--- src/rtl/enable_sequencer_pkg.sv ---
// Shared types and default parameters for the enable sequencer slice.
package enable_sequencer_pkg;

  typedef enum logic [1:0] {
    ST_IDLE  = 2'd0,
    ST_PULSE = 2'd1,
    ST_SWEEP = 2'd2
  } seq_state_e;

  localparam int DEF_SEL_W   = 3;
  localparam int DEF_NUM_OUT = 8;
  localparam int DEF_LEN_W   = 4;

endpackage

--- src/rtl/enable_sequencer_if.sv ---
// Request/enable bundle between the control unit (master) and the sequencer (slave).
interface enable_sequencer_if
  import enable_sequencer_pkg::*;
#(
  parameter int SEL_W   = DEF_SEL_W,
  parameter int NUM_OUT = DEF_NUM_OUT,
  parameter int LEN_W   = DEF_LEN_W
) ();

  logic               req_valid;
  logic               req_ready;
  logic [SEL_W-1:0]   req_sel;
  logic [LEN_W-1:0]   req_len;
  logic               req_sweep;
  logic [NUM_OUT-1:0] out_en;
  logic [SEL_W-1:0]   active_sel;
  logic               busy;
  logic               done;
  logic               err_sel;

  modport master (
    output req_valid, req_sel, req_len, req_sweep,
    input  req_ready, out_en, active_sel, busy, done, err_sel
  );

  modport slave (
    input  req_valid, req_sel, req_len, req_sweep,
    output req_ready, out_en, active_sel, busy, done, err_sel
  );

endinterface

--- src/rtl/enable_sequencer_onehot_decode.sv ---
// Combinational index to one-hot decoder; out-of-range indices decode to all-zero.
module onehot_decode #(
  parameter int SEL_W   = 3,
  parameter int NUM_OUT = 8
) (
  input  logic               en,
  input  logic [SEL_W-1:0]   idx,
  output logic [NUM_OUT-1:0] onehot
);

  always_comb begin
    onehot = '0;
    for (int i = 0; i < NUM_OUT; i++) begin
      onehot[i] = en && (idx == SEL_W'(i));
    end
  end

endmodule

--- src/rtl/enable_sequencer.sv ---
// Routes a request to one registered one-hot enable for a programmable hold time,
// or sweeps every enable in turn (register-file clear).
module enable_sequencer
  import enable_sequencer_pkg::*;
#(
  parameter int SEL_W   = DEF_SEL_W,
  parameter int NUM_OUT = DEF_NUM_OUT,
  parameter int LEN_W   = DEF_LEN_W
) (
  input logic               clk,
  input logic               reset,
  enable_sequencer_if.slave bus
);

  localparam logic [SEL_W:0]   NUM_OUT_X = (SEL_W+1)'(NUM_OUT);
  localparam logic [SEL_W-1:0] LAST_IDX  = SEL_W'(NUM_OUT - 1);

  seq_state_e         state;
  logic [LEN_W-1:0]   cnt;
  logic [LEN_W-1:0]   len_reg;
  logic [LEN_W-1:0]   len_eff;
  logic [SEL_W-1:0]   idx;
  logic [SEL_W-1:0]   dec_idx;
  logic [NUM_OUT-1:0] dec_onehot;
  logic               sel_ok;

  // The decoder sees the index about to be driven: the request target while idle,
  // otherwise the next sweep channel.
  always_comb begin
    len_eff = (bus.req_len == '0) ? LEN_W'(1) : bus.req_len;
    sel_ok  = {1'b0, bus.req_sel} < NUM_OUT_X;
    dec_idx = idx + SEL_W'(1);
    if (state == ST_IDLE) begin
      dec_idx = bus.req_sweep ? '0 : bus.req_sel;
    end
  end

  onehot_decode #(
    .SEL_W  (SEL_W),
    .NUM_OUT(NUM_OUT)
  ) u_decode (
    .en    (1'b1),
    .idx   (dec_idx),
    .onehot(dec_onehot)
  );

  assign bus.req_ready = (state == ST_IDLE);

  always_ff @(posedge clk) begin
    if (reset) begin
      state          <= ST_IDLE;
      cnt            <= '0;
      len_reg        <= '0;
      idx            <= '0;
      bus.out_en     <= '0;
      bus.active_sel <= '0;
      bus.busy       <= 1'b0;
      bus.done       <= 1'b0;
      bus.err_sel    <= 1'b0;
    end else begin
      bus.done    <= 1'b0;
      bus.err_sel <= 1'b0;
      case (state)
        ST_IDLE: begin
          if (bus.req_valid) begin
            if (bus.req_sweep || sel_ok) begin
              state          <= bus.req_sweep ? ST_SWEEP : ST_PULSE;
              idx            <= dec_idx;
              cnt            <= len_eff - LEN_W'(1);
              len_reg        <= len_eff;
              bus.out_en     <= dec_onehot;
              bus.active_sel <= dec_idx;
              bus.busy       <= 1'b1;
              bus.done       <= !bus.req_sweep && (len_eff == LEN_W'(1));
            end else begin
              bus.err_sel <= 1'b1;
            end
          end
        end
        ST_PULSE: begin
          if (cnt == '0) begin
            state          <= ST_IDLE;
            bus.out_en     <= '0;
            bus.active_sel <= '0;
            bus.busy       <= 1'b0;
          end else begin
            cnt      <= cnt - LEN_W'(1);
            bus.done <= (cnt == LEN_W'(1));
          end
        end
        ST_SWEEP: begin
          if (cnt != '0) begin
            cnt      <= cnt - LEN_W'(1);
            bus.done <= (cnt == LEN_W'(1)) && (idx == LAST_IDX);
          end else if (idx == LAST_IDX) begin
            state          <= ST_IDLE;
            idx            <= '0;
            bus.out_en     <= '0;
            bus.active_sel <= '0;
            bus.busy       <= 1'b0;
          end else begin
            // Step straight to the next channel so there is no gap between enables.
            idx            <= dec_idx;
            cnt            <= len_reg - LEN_W'(1);
            bus.out_en     <= dec_onehot;
            bus.active_sel <= dec_idx;
            bus.done       <= (dec_idx == LAST_IDX) && (len_reg == LEN_W'(1));
          end
        end
        default: begin
          state <= ST_IDLE;
        end
      endcase
    end
  end

endmodule

--- src/flat_wrapper.sv ---
// flat-port wrapper written by rule: the top's interface ports become plain ports
module enable_sequencer_flat import enable_sequencer_pkg::*;
#(
  parameter int SEL_W   = DEF_SEL_W,
  parameter int NUM_OUT = DEF_NUM_OUT,
  parameter int LEN_W   = DEF_LEN_W
)
  (clk, reset, bus_req_valid, bus_req_sel, bus_req_len, bus_req_sweep, bus_req_ready, bus_out_en, bus_active_sel, bus_busy, bus_done, bus_err_sel);
  enable_sequencer_if #(.SEL_W(SEL_W), .NUM_OUT(NUM_OUT), .LEN_W(LEN_W)) bus_i ();
  input logic clk;
  input logic reset;
  input wire logic [$bits(bus_i.req_valid)-1:0] bus_req_valid;
  input wire logic [$bits(bus_i.req_sel)-1:0] bus_req_sel;
  input wire logic [$bits(bus_i.req_len)-1:0] bus_req_len;
  input wire logic [$bits(bus_i.req_sweep)-1:0] bus_req_sweep;
  output wire logic [$bits(bus_i.req_ready)-1:0] bus_req_ready;
  output wire logic [$bits(bus_i.out_en)-1:0] bus_out_en;
  output wire logic [$bits(bus_i.active_sel)-1:0] bus_active_sel;
  output wire logic [$bits(bus_i.busy)-1:0] bus_busy;
  output wire logic [$bits(bus_i.done)-1:0] bus_done;
  output wire logic [$bits(bus_i.err_sel)-1:0] bus_err_sel;
  assign bus_i.req_valid = bus_req_valid;
  assign bus_i.req_sel = bus_req_sel;
  assign bus_i.req_len = bus_req_len;
  assign bus_i.req_sweep = bus_req_sweep;
  assign bus_req_ready = bus_i.req_ready;
  assign bus_out_en = bus_i.out_en;
  assign bus_active_sel = bus_i.active_sel;
  assign bus_busy = bus_i.busy;
  assign bus_done = bus_i.done;
  assign bus_err_sel = bus_i.err_sel;
  enable_sequencer #(.SEL_W(SEL_W), .NUM_OUT(NUM_OUT), .LEN_W(LEN_W)) u_core (.clk(clk), .reset(reset), .bus(bus_i));
endmodule
--- config.mk ---
export PLATFORM = sky130hd
export DESIGN_NAME = enable_sequencer_flat
export DESIGN_NICKNAME = d
export VERILOG_FILES = /design/src/rtl/enable_sequencer_pkg.sv /design/src/rtl/enable_sequencer_if.sv /design/src/rtl/enable_sequencer_onehot_decode.sv /design/src/rtl/enable_sequencer.sv /design/src/flat_wrapper.sv
export SDC_FILE = /design/constraint.sdc
export NUM_CORES = 1
export LEC_CHECK = 0
export BUFFER_PORTS_ARGS = -buffer_cell sky130_fd_sc_hd__buf_2
export CAP_MARGIN = 20
export CORE_MARGIN = 3
export CORE_UTILIZATION = 48
export DETAILED_ROUTE_END_ITERATION = 8
export HOLD_SLACK_MARGIN = 0.03
export PLACE_DENSITY = 0.79
export SYNTH_ARGS = -nofsm -noshare
export SYNTH_HDL_FRONTEND = slang
export SYNTH_SLANG_ARGS = --single-unit
export TNS_END_PERCENT = 100
--- constraint.sdc ---
create_clock -name clk -period 2.3 [get_ports clk]
set_input_delay 0.46 -clock clk [delete_from_list [all_inputs] [get_ports clk]]
set_output_delay 0.46 -clock clk [all_outputs]
set_load 0.005 [all_outputs]
Yosys cells after proc, flatten, opt, wreduce, memory -nomap -nowiden
Index checks and enable logic that the tools add are counted.
W data, S select, Z words.
Operators by class
  reduce and logical (&&, ||, !) cells: 17
  equal/unequal tests: 19
  mux-type cells: 35
  add/subtract/negate cells: 4
Operators with widths (count)
  $mux W8: 4
  $pmux W8 S3: 1
  $mux W4: 5
  $mux W3: 6
  $eq A3 B3 Y1 const B: 5
  $eq A4 B1 Y1 const B: 3
  $pmux W4 S3: 1
  $reduce_and A4 Y1: 3
  $sub A4 B1 Y4 const B: 3
  $mux W2: 5
  $pmux W3 S3: 1
  $logic_not A4 Y1: 2
  $mux W1: 8
  $eq A3 B2 Y1 const B: 2
  $ne A2 B2 Y1 const B: 3
  $pmux W1 S3: 2
  $pmux W2 S3: 1
  $pmux W3 S2: 1
  $reduce_and A5 Y1: 1
  $ne A2 B1 Y1 const B: 2
  $reduce_bool A4 Y1: 1
  $add A3 B1 Y3 const B: 1
  $eq A3 B1 Y1 const B: 1
  $logic_and A1 B1 Y1: 3
  other kinds (10): 10
Storage, ports and cells
  output and inout port bits: 15
  register bits: 26
  word-level logic and storage cells: 83

Logic depth before layout (Yosys ltp)
Gate-level depths: netlist of run 1.
  depth after elaboration: 7
  depth in mapped cells: 8
  depth with buffers taken out: 7

Hierarchy
From an unflattened synthesis of run 1, not the netlist that was laid out.
Second synthesis, totals
  cells, all modules: 183
  area, all modules: 1622.8 µm²
Modules (own cells, without submodules)
  enable_sequencer: sequential area each 520.5 µm², area each 1527.7 µm², instances 1, cells each 175
  onehot_decode: sequential area each 0.0 µm², area each 95.1 µm², instances 1, cells each 8

Worst setup path after synthesis of run 1
OpenSTA, ideal clock, no wires.
  kind: register to register
  from: register u_core.state[0]
  to: register u_core.bus.busy
  data required time: 2.209 ns
  arrival time: 1.847 ns
  stages on the path, launching flop included: 9
  library setup time: 0.091 ns
  setup slack: 0.362 ns
  clock period less this slack: 1.938 ns
  path buffers: 2
  cell sequence: dfxtp_1 inv_1 ha_1 buf_2 or2_2 a211oi_4 buf_6 a21oi_1 a311oi_1
Between the ends
  cells in the longest elaborated chain, start to end: 3
  elaborated cells on any way between the ends: 10
  those cells by class: 6 x eq/ne; 1 x mux; 3 x reduce/logical
Ends and longest elaborated chain
  start: declaration: line enable_sequencer.sv:18  | seq_state_e state;
  start signal: assignment: line enable_sequencer.sv:67  | state <= bus.req_sweep ? ST_SWEEP : ST_PULSE;
  $eq A2 B2 Y1, or another cell as far along: line enable_sequencer.sv:63  | case (state)
  $ne A2 B2 Y1 (no source line), or another cell as far along
  $reduce_and A5 Y1 (no source line)
  end signal: assignment: line enable_sequencer.sv:57  | bus.busy <= 1'b0;
  end signal: assignment: line enable_sequencer.sv:73  | bus.busy <= 1'b1;
  end signal: assignment: line enable_sequencer.sv:85  | bus.busy <= 1'b0;
  end: declaration: line enable_sequencer_if.sv:28  | output req_ready, out_en, active_sel, busy, done, err_sel
Several ways; a longest one is shown, not always the timed one.
A chain may end at the register's enable or synchronous reset.

Worst setup path after layout of run 1
  from: register u_core.cnt[0]
  to: register u_core.bus.out_en[7]
Between the ends
  cells in the longest elaborated chain, start to end: 3
  elaborated cells on any way between the ends: 5
  those cells by class: 2 x eq/ne; 3 x reduce/logical
Ends and longest elaborated chain
  start: declaration: line enable_sequencer.sv:19  | logic [LEN_W-1:0] cnt;
  start signal: assignment: line enable_sequencer.sv:69  | cnt <= len_eff - LEN_W'(1);
  start signal: assignment: line enable_sequencer.sv:87  | cnt <= cnt - LEN_W'(1);
  start signal: assignment: line enable_sequencer.sv:93  | cnt <= cnt - LEN_W'(1);
  $reduce_bool A4 Y1 or $logic_not A4 Y1 (tied branches): line enable_sequencer.sv:92, enable_sequencer.sv:81
  $ne A2 B2 Y1 (no source line) or $ne A2 B1 Y1 (tied branches)
  $reduce_and A4 Y1 (no source line) (*)
  end signal: assignment: line enable_sequencer.sv:71  | bus.out_en <= dec_onehot;
  end signal: assignment: line enable_sequencer.sv:105  | bus.out_en <= dec_onehot;
  end: declaration: line enable_sequencer_if.sv:28
Mark *: on every way between the ends. The rest lies on a longest branch, timed or not.

==> impl_summary.log, run 1 <==
[metrics] kind of critical path: flop to flop
[metrics] Final Wtd Congestion: 0.954
[metrics] total length of routed wires: 3450 um
[metrics] Vias: 1,457
[metrics] CTS Buf Count: 3
[metrics] dpl hpwl: around 2600 um
[metrics] fin worst setup slack: 0.0720 ns
[metrics] portion of the clock cycle consumed by the worst path in the final layout: roughly 97%
[metrics] Yosys top cell area share: roughly a third
[metrics] number of cell rows: 20
[metrics] first-pass GRT wire length: 6110 um
[metrics] Critical Path Source Type: flop
[metrics] largest fanout on the critical path: 8
[metrics] total power divided by cell area: 786 nW/um2
[metrics] hold violation count in the final report: 0
[metrics] deepest level of the CTS H-tree: 1
[metrics] classification of the worst-slack hold path: input pin to flop
[metrics] Initial Utilization: between 50% and 60%
[metrics] chip width: between 60 and 70 um
[metrics] buffer levels on the longest clock path: 2
[metrics] number of sinks handled by clock tree synthesis: 26
[metrics] minimum clock period after layout: 2.23 ns
[metrics] final setup fails: 0
[metrics] unrepaired setup endpoints after global routing: true
[metrics] count of cells resized by post-cts repair: 0
[metrics] leading area contributor after synthesis: sky130_fd_sc_hd__dfxtp_1
[metrics] Sequential cell area: 520 um2
[metrics] Post-Layout Cell Count: 259
[metrics] final routed DRC violation total: 0
[metrics] Worst EP arrival: 2.46 ns
[metrics] share of post-route cells with drive strength above 1: a little under a fifth
[metrics] most common cell after layout, fill and taps aside: sky130_fd_sc_hd__dfxtp_1
[metrics] ys flop type: sky130_fd_sc_hd__dfxtp_1
[metrics] total global routing track utilization: 18.7%
[metrics] switching power: 0.498 mW
[metrics] Synth Register Bits: 26
[metrics] largest net degree at the start of global routing: 35
[metrics] cell area after layout: 1830 um2
[metrics] count of inserted antenna diode cells: 0
[metrics] Largest register FFs: 8
[metrics] maximum vdd drop: 418 uV
[metrics] CTS tree: built
[metrics] area occupied by multi-input gates: slightly below 1000 um2
[metrics] sequential area share after synthesis: between 30% and 40%
[metrics] Post-Syn Area: 1580 um2
[metrics] share of flip-flops with an asynchronous set or reset: 0%
[metrics] die area: 4010 um2
[metrics] portion of total power attributed to sequential cells: about two fifths
[metrics] MaxCap Viol Count: 0
[metrics] root buffer cell: sky130_fd_sc_hd__clkbuf_4
[metrics] internal power of the cells: roughly 0.94 mW
[metrics] number of synthesis warnings: 0
[metrics] final clock skew: 0.00750 ns
[metrics] filler cell count: 289
[metrics] highest-count cells in the layout ignoring fill and taps: 26 x sky130_fd_sc_hd__dfxtp_1, 24 x sky130_fd_sc_hd__buf_2, 15 x sky130_fd_sc_hd__inv_1, 15 x sky130_fd_sc_hd__a21oi_1, 14 x sky130_fd_sc_hd__ha_1
[metrics] endpoint type of the worst setup path: flop
[metrics] latest clock arrival within the worst-skew pair: 0.33 ns
[metrics] combinational share of power: 39.2%
[metrics] average detailed-routed wire length per instance: ~13 um
[metrics] TNS Setup: 0 ns
[metrics] number of antenna violations at the first check in global routing: 0
[metrics] final max-slew violation count: 0
[metrics] cell count after synthesis: 186
[metrics] drt first pass iters: 4
[metrics] cell count after placement: 252
[metrics] utilization of the core after routing: 58.9%
[metrics] placed instance area: 1750 um2
[metrics] vias per cell: roughly 5.6
[metrics] vertical die dimension: 63.3 um
[metrics] grt total ovfl: 0
[metrics] biggest area contributors in the synthesized netlist: sky130_fd_sc_hd__dfxtp_1 33%, sky130_fd_sc_hd__ha_1 11%, sky130_fd_sc_hd__nand2b_1 5.2%
[metrics] via count of the first global-routing pass: 1,344
[metrics] Placeable Area: 3100 um2
[metrics] number of port buffers: 24
[metrics] max_slew headroom: around 63%
[metrics] synthesized area per cell: 8.48 um2
[metrics] Starting DRT DRC Count: 62
[metrics] worst slew pin tran: about 0.55 ns
[metrics] net switching share of the total power: about a third
[metrics] result of the run: complete, no violations
[metrics] count of unique library cells instantiated by Yosys: 44
[metrics] post-layout power: roughly 1.4 mW
[metrics] number of nets with antenna violations after detailed routing: 0
[metrics] relative contribution of the clock network to total power: 22.0%
[metrics] num ports: 26
[metrics] clock-pin slew of the registers on the worst-case setup and hold paths: around 0.15 ns
[metrics] final net count: 241
[metrics] Placement Setup Slack: around 0.10 ns
[metrics] Fmax: 449 MHz
[metrics] CP required: 2.53 ns
[metrics] Layout Area Growth over Synthesis: 15.8%
[metrics] number of flops mapped to enable cells by yosys: 0
[metrics] syn nets: 211
[metrics] hold slack: approximately 0.4 ns
[metrics] static leakage: 0.774 nW
metal layers:
| layer | routed length, um | global-route usage (%) |
|---|---|---|
| met1 | 1680 | 26.2 |
| met2 | 1550 | 29.7 |
| met3 | 194 | 3.39 |
| met4 | 25 | 4.04 |
| met5 | 0 | 0 |
power groups by stage:
stage	clock network [mW]	logic, mW	registers (mW)
floorplan	0	0.390	0.558
global placement	0	0.530	0.563
detailed placement	0	0.534	0.567
CTS	0.321	0.539	0.556
global route	0.351	0.629	0.566
finish	0.316	0.563	0.556
cell type report:
class | count | share of cell area (%)
multi-input cells | 138 | 52.7
flip-flops and latches | 26 | 28.5
repair buffers | 32 | 9.86
inverters | 15 | 3.08
well taps | 44 | 3.01
clock inverters | 1 | 1.64
clock buffers | 3 | 1.23
worst max-delay path, cell delays in order, from the launching register on:
cell and delay (ns):
sky130_fd_sc_hd__dfxtp_1 0.39, sky130_fd_sc_hd__inv_1 0.12, sky130_fd_sc_hd__ha_1 0.26, sky130_fd_sc_hd__or3b_4 0.43, sky130_fd_sc_hd__a211oi_4 0.42, sky130_fd_sc_hd__buf_4 0.19, sky130_fd_sc_hd__nor2_1 0.04, sky130_fd_sc_hd__a2bb2o_1 0.29
final timing paths:
| check | start | to | slack, ns | cells after the start |
|---|---|---|---|---|
| max | u_core.cnt[0] | u_core.bus.out_en[7] | 0.07 | 7 |
| max reg2reg | u_core.cnt[0] | u_core.bus.out_en[7] | 0.07 | 7 |
| min reg2reg | u_core.bus.active_sel[1] | u_core.bus.active_sel[1] | 0.48 | 2 |
| min | bus_req_len[1] | u_core.len_reg[1] | 0.41 | 3 |
Yosys cell counts (3+ instances only):
cell type,n
sky130_fd_sc_hd__nor2_1,11
sky130_fd_sc_hd__inv_1,15
sky130_fd_sc_hd__nand3b_1,6
sky130_fd_sc_hd__nand2b_1,13
sky130_fd_sc_hd__dfxtp_1,26
sky130_fd_sc_hd__a21o_1,3
sky130_fd_sc_hd__a31oi_1,4
sky130_fd_sc_hd__o21ai_0,3
sky130_fd_sc_hd__a21oi_1,15
sky130_fd_sc_hd__nand3_1,10
sky130_fd_sc_hd__o32ai_1,6
sky130_fd_sc_hd__nor2b_1,3
sky130_fd_sc_hd__nor3_1,4
sky130_fd_sc_hd__nand2_1,11
sky130_fd_sc_hd__ha_1,14
sky130_fd_sc_hd__o41ai_1,4
cell families (layout without fill, tap and decap cells):
group	after synthesis	count (layout)	share of synthesized area, %
DFF	26	26	33.0
adders and majority gates	14	14	11.1
buffers and inverters	22	51	6.03
AOI/OAI and AO/OA	49	49	22.5
other	1	1	0.238
xor gates and xnor gates	3	3	1.67
and+or+nand+nor	71	71	25.5
repair_timing:
action	in CTS	in global routing
endpoints found under the hold margin	0	0
setup endpoints to repair	0	2
buffers inserted	0	3
hold buffers	0	0
Power figures use the tool's default switching activity.
==> run 2: changes to the inputs <==
--- a/config.mk
+++ b/config.mk
@@ -12,6 +12,7 @@
 export DETAILED_ROUTE_END_ITERATION = 8
 export HOLD_SLACK_MARGIN = 0.03
 export PLACE_DENSITY = 0.79
+export SETUP_SLACK_MARGIN = 0.5
 export SYNTH_ARGS = -nofsm -noshare
 export SYNTH_HDL_FRONTEND = slang
 export SYNTH_SLANG_ARGS = --single-unit
==> run 2 against run 1 <==
  * Setup slack better by 0.36 ns
  * Critical endpoint unchanged
  * Cell count up 2.7%
  * Power up 13%
  * Critical path depth unchanged
  * Fmax up 19%
  * Final area up 12%
  * Non-clock buffer count up 7
  * Clock power up 2%
  * Sequential share of layout area down 2.6 points
==> impl_summary.log, run 2 (synthesized netlist as in run 1, its figures left out) <==
[metrics] result of the run: complete, no violations
[metrics] Fmax: 535 MHz
[metrics] root buffer cell: sky130_fd_sc_hd__clkbuf_4
[metrics] share of post-route cells with drive strength above 1: 34.2%
[metrics] static leakage: 0.848 nW
[metrics] Critical Path Max Stage Delay: about 0.40 ns
[metrics] MaxCap Viol Count: 0
[metrics] vias per cell: about 5.8
[metrics] hold slack: 0.413 ns
[metrics] number of nets with antenna violations after detailed routing: 0
[metrics] drt first pass iters: 4
[metrics] TNS Setup: 0 ns
[metrics] via count of the first global-routing pass: 1,341
[metrics] final clock skew: 0.00616 ns
[metrics] total power divided by cell area: between 700 and 800 nW/um2
[metrics] Largest register FFs: 8
[metrics] Layout Area Growth over Synthesis: 30.2%
[metrics] count of inserted antenna diode cells: 0
[metrics] cell with the largest stage delay on the worst path: sky130_fd_sc_hd__or3b_4
[metrics] CTS Hold Buffers Added: 0
[metrics] cell count after placement: 251
[metrics] total length of routed wires: 4230 um
[metrics] net switching share of the total power: 36.6%
[metrics] minimum clock period after layout: 1.87 ns
[metrics] dpl hpwl: approximately 2700 um
[metrics] largest fanout on the critical path: 3
[metrics] endpoint type of the worst setup path: flop
[metrics] Placeable Area: 3100 um2
[metrics] Worst EP arrival: roughly 2.1 ns
[metrics] most common cell after layout, fill and taps aside: sky130_fd_sc_hd__buf_2
[metrics] Post-Layout Cell Count: between 200 and 300
[metrics] classification of the worst-slack hold path: input pin to flop
[metrics] utilization of the core after routing: 66.2%
[metrics] highest-count cells in the layout ignoring fill and taps: 24 x sky130_fd_sc_hd__buf_2, 21 x sky130_fd_sc_hd__dfxtp_1, 14 x sky130_fd_sc_hd__a21oi_1
[metrics] latest clock arrival within the worst-skew pair: 0.33 ns
[metrics] list of cells traversed by the critical path: inv_4, ha_4, or3b_4, a211oi_4, buf_6, nor2_1, a2bb2o_2
[metrics] kind of critical path: flop to flop
[metrics] die area: 4010 um2
[metrics] relative contribution of the clock network to total power: 19.8%
[metrics] post-layout power: ~1.6 mW
[metrics] Critical Path Source Type: flop
[metrics] vertical die dimension: 63.3 um
[metrics] placed instance area: approximately 1800 um2
[metrics] combinational share of power: 45.3%
[metrics] Vias: 1,534
[metrics] number of cell rows: 20
[metrics] final routed DRC violation total: 0
[metrics] CP required: roughly 2.6 ns
[metrics] deepest level of the CTS H-tree: 1
[metrics] number of sinks handled by clock tree synthesis: 26
[metrics] unrepaired setup endpoints after global routing: true
[metrics] setup slack of the worst register-to-register path: ~0.43 ns
[metrics] grt total ovfl: 0
[metrics] buffer levels on the longest clock path: 2
[metrics] Starting DRT DRC Count: 75
[metrics] number of port buffers: 24
[metrics] cell area after layout: 2050 um2
[metrics] chip width: ~63 um
[metrics] Final Wtd Congestion: about 0.88
[metrics] number of antenna violations at the first check in global routing: 0
[metrics] largest net degree at the start of global routing: 24
[metrics] internal power of the cells: just over 1 mW
[metrics] clock-pin slew of the registers on the worst-case setup and hold paths: about 0.15 ns
[metrics] filler cell count: approximately 260
[metrics] average detailed-routed wire length per instance: 15.9 um
[metrics] CTS tree: built
[metrics] portion of the clock cycle consumed by the worst path in the final layout: 81.3%
[metrics] final net count: 248
[metrics] total global routing track utilization: around a fifth
[metrics] final setup fails: 0
[metrics] portion of total power attributed to sequential cells: around a third
[metrics] Initial Utilization: 50.8%
[metrics] CTS Buf Count: 3
[metrics] maximum vdd drop: 375 uV
[metrics] fin worst setup slack: 0.431 ns
[metrics] switching power: around 0.60 mW
[metrics] num ports: 26
[metrics] Placement Setup Slack: approximately 0.29 ns
[metrics] first-pass GRT wire length: 6130 um
[metrics] hold violation count in the final report: 0
[metrics] final max-slew violation count: 0
==> run 2: cell types whose count changed in the layout (fill, tap and decap cells not counted), moves of 3 or more <==
cell	delta
sky130_fd_sc_hd__ha_1	-5
sky130_fd_sc_hd__inv_1	-3
sky130_fd_sc_hd__dfxtp_1	-5
sky130_fd_sc_hd__ha_2	+3
sky130_fd_sc_hd__buf_4	+5
sky130_fd_sc_hd__dfxtp_2	+3
sky130_fd_sc_hd__o32ai_2	+5
sky130_fd_sc_hd__o32ai_1	-5
==> run 2: area by class of cell <==
cell class | instances | area [um2] | share of cell area, %
Tap cell | 44 | 55.1 | 2.68
Timing Repair Buffer | 39 | 240 | 11.7
Clock inverter | 1 | 30.0 | 1.46
Clock buffer | 3 | 22.5 | 1.10
Sequential cell | 26 | 532 | 25.9
Multi-Input combinational cell | 138 | 1110 | 54.2
Inverter | 15 | 61.3 | 2.98
==> run 2: routing by layer <==
layer  up-vias  wire length [um]  part of all wire [%]  global-route usage [%]
met5         -                 0                     0                       0
met4         0                57                   1.3                    6.74
met3         7               192                   4.5                    2.85
met2        52              2020                    48                    30.1
met1       728              1960                    46                    24.9
li1        747                 -                     -                       -
==> run 2: path summary, 6_finish.rpt <==
path,depth (start not counted),start,endpoint
max,7,u_core.cnt[0],u_core.bus.out_en[7]
min reg2reg,2,u_core.bus.active_sel[0],u_core.bus.active_sel[0]
min,3,bus_req_len[3],u_core.len_reg[3]
max reg2reg,7,u_core.cnt[0],u_core.bus.out_en[7]
==> run 2: power groups by stage <==
stage               Sequential, mW  Clock (mW)  Combinational (mW)
finish                       0.568       0.322               0.738
global route                 0.577       0.341               0.798
CTS                          0.558       0.325               0.587
detailed placement           0.569           0               0.537
global placement             0.568           0               0.531
floorplan                    0.561           0               0.402
==> run 2: worst max-delay path: cells and delay by family, from the launching register on <==
family	cells	cell delay, ns
AOI/OAI and AO/OA	2	0.59
adders and majority gates	1	0.12
buffers and inverters	2	0.23
DFF	1	0.38
and+or+nand+nor	2	0.47
==> run 2: timing repair <==
item	in CTS	in global routing
resized for setup	10	25
pin swaps	3	6
buffers inserted	4	7
setup endpoints to repair	16	21
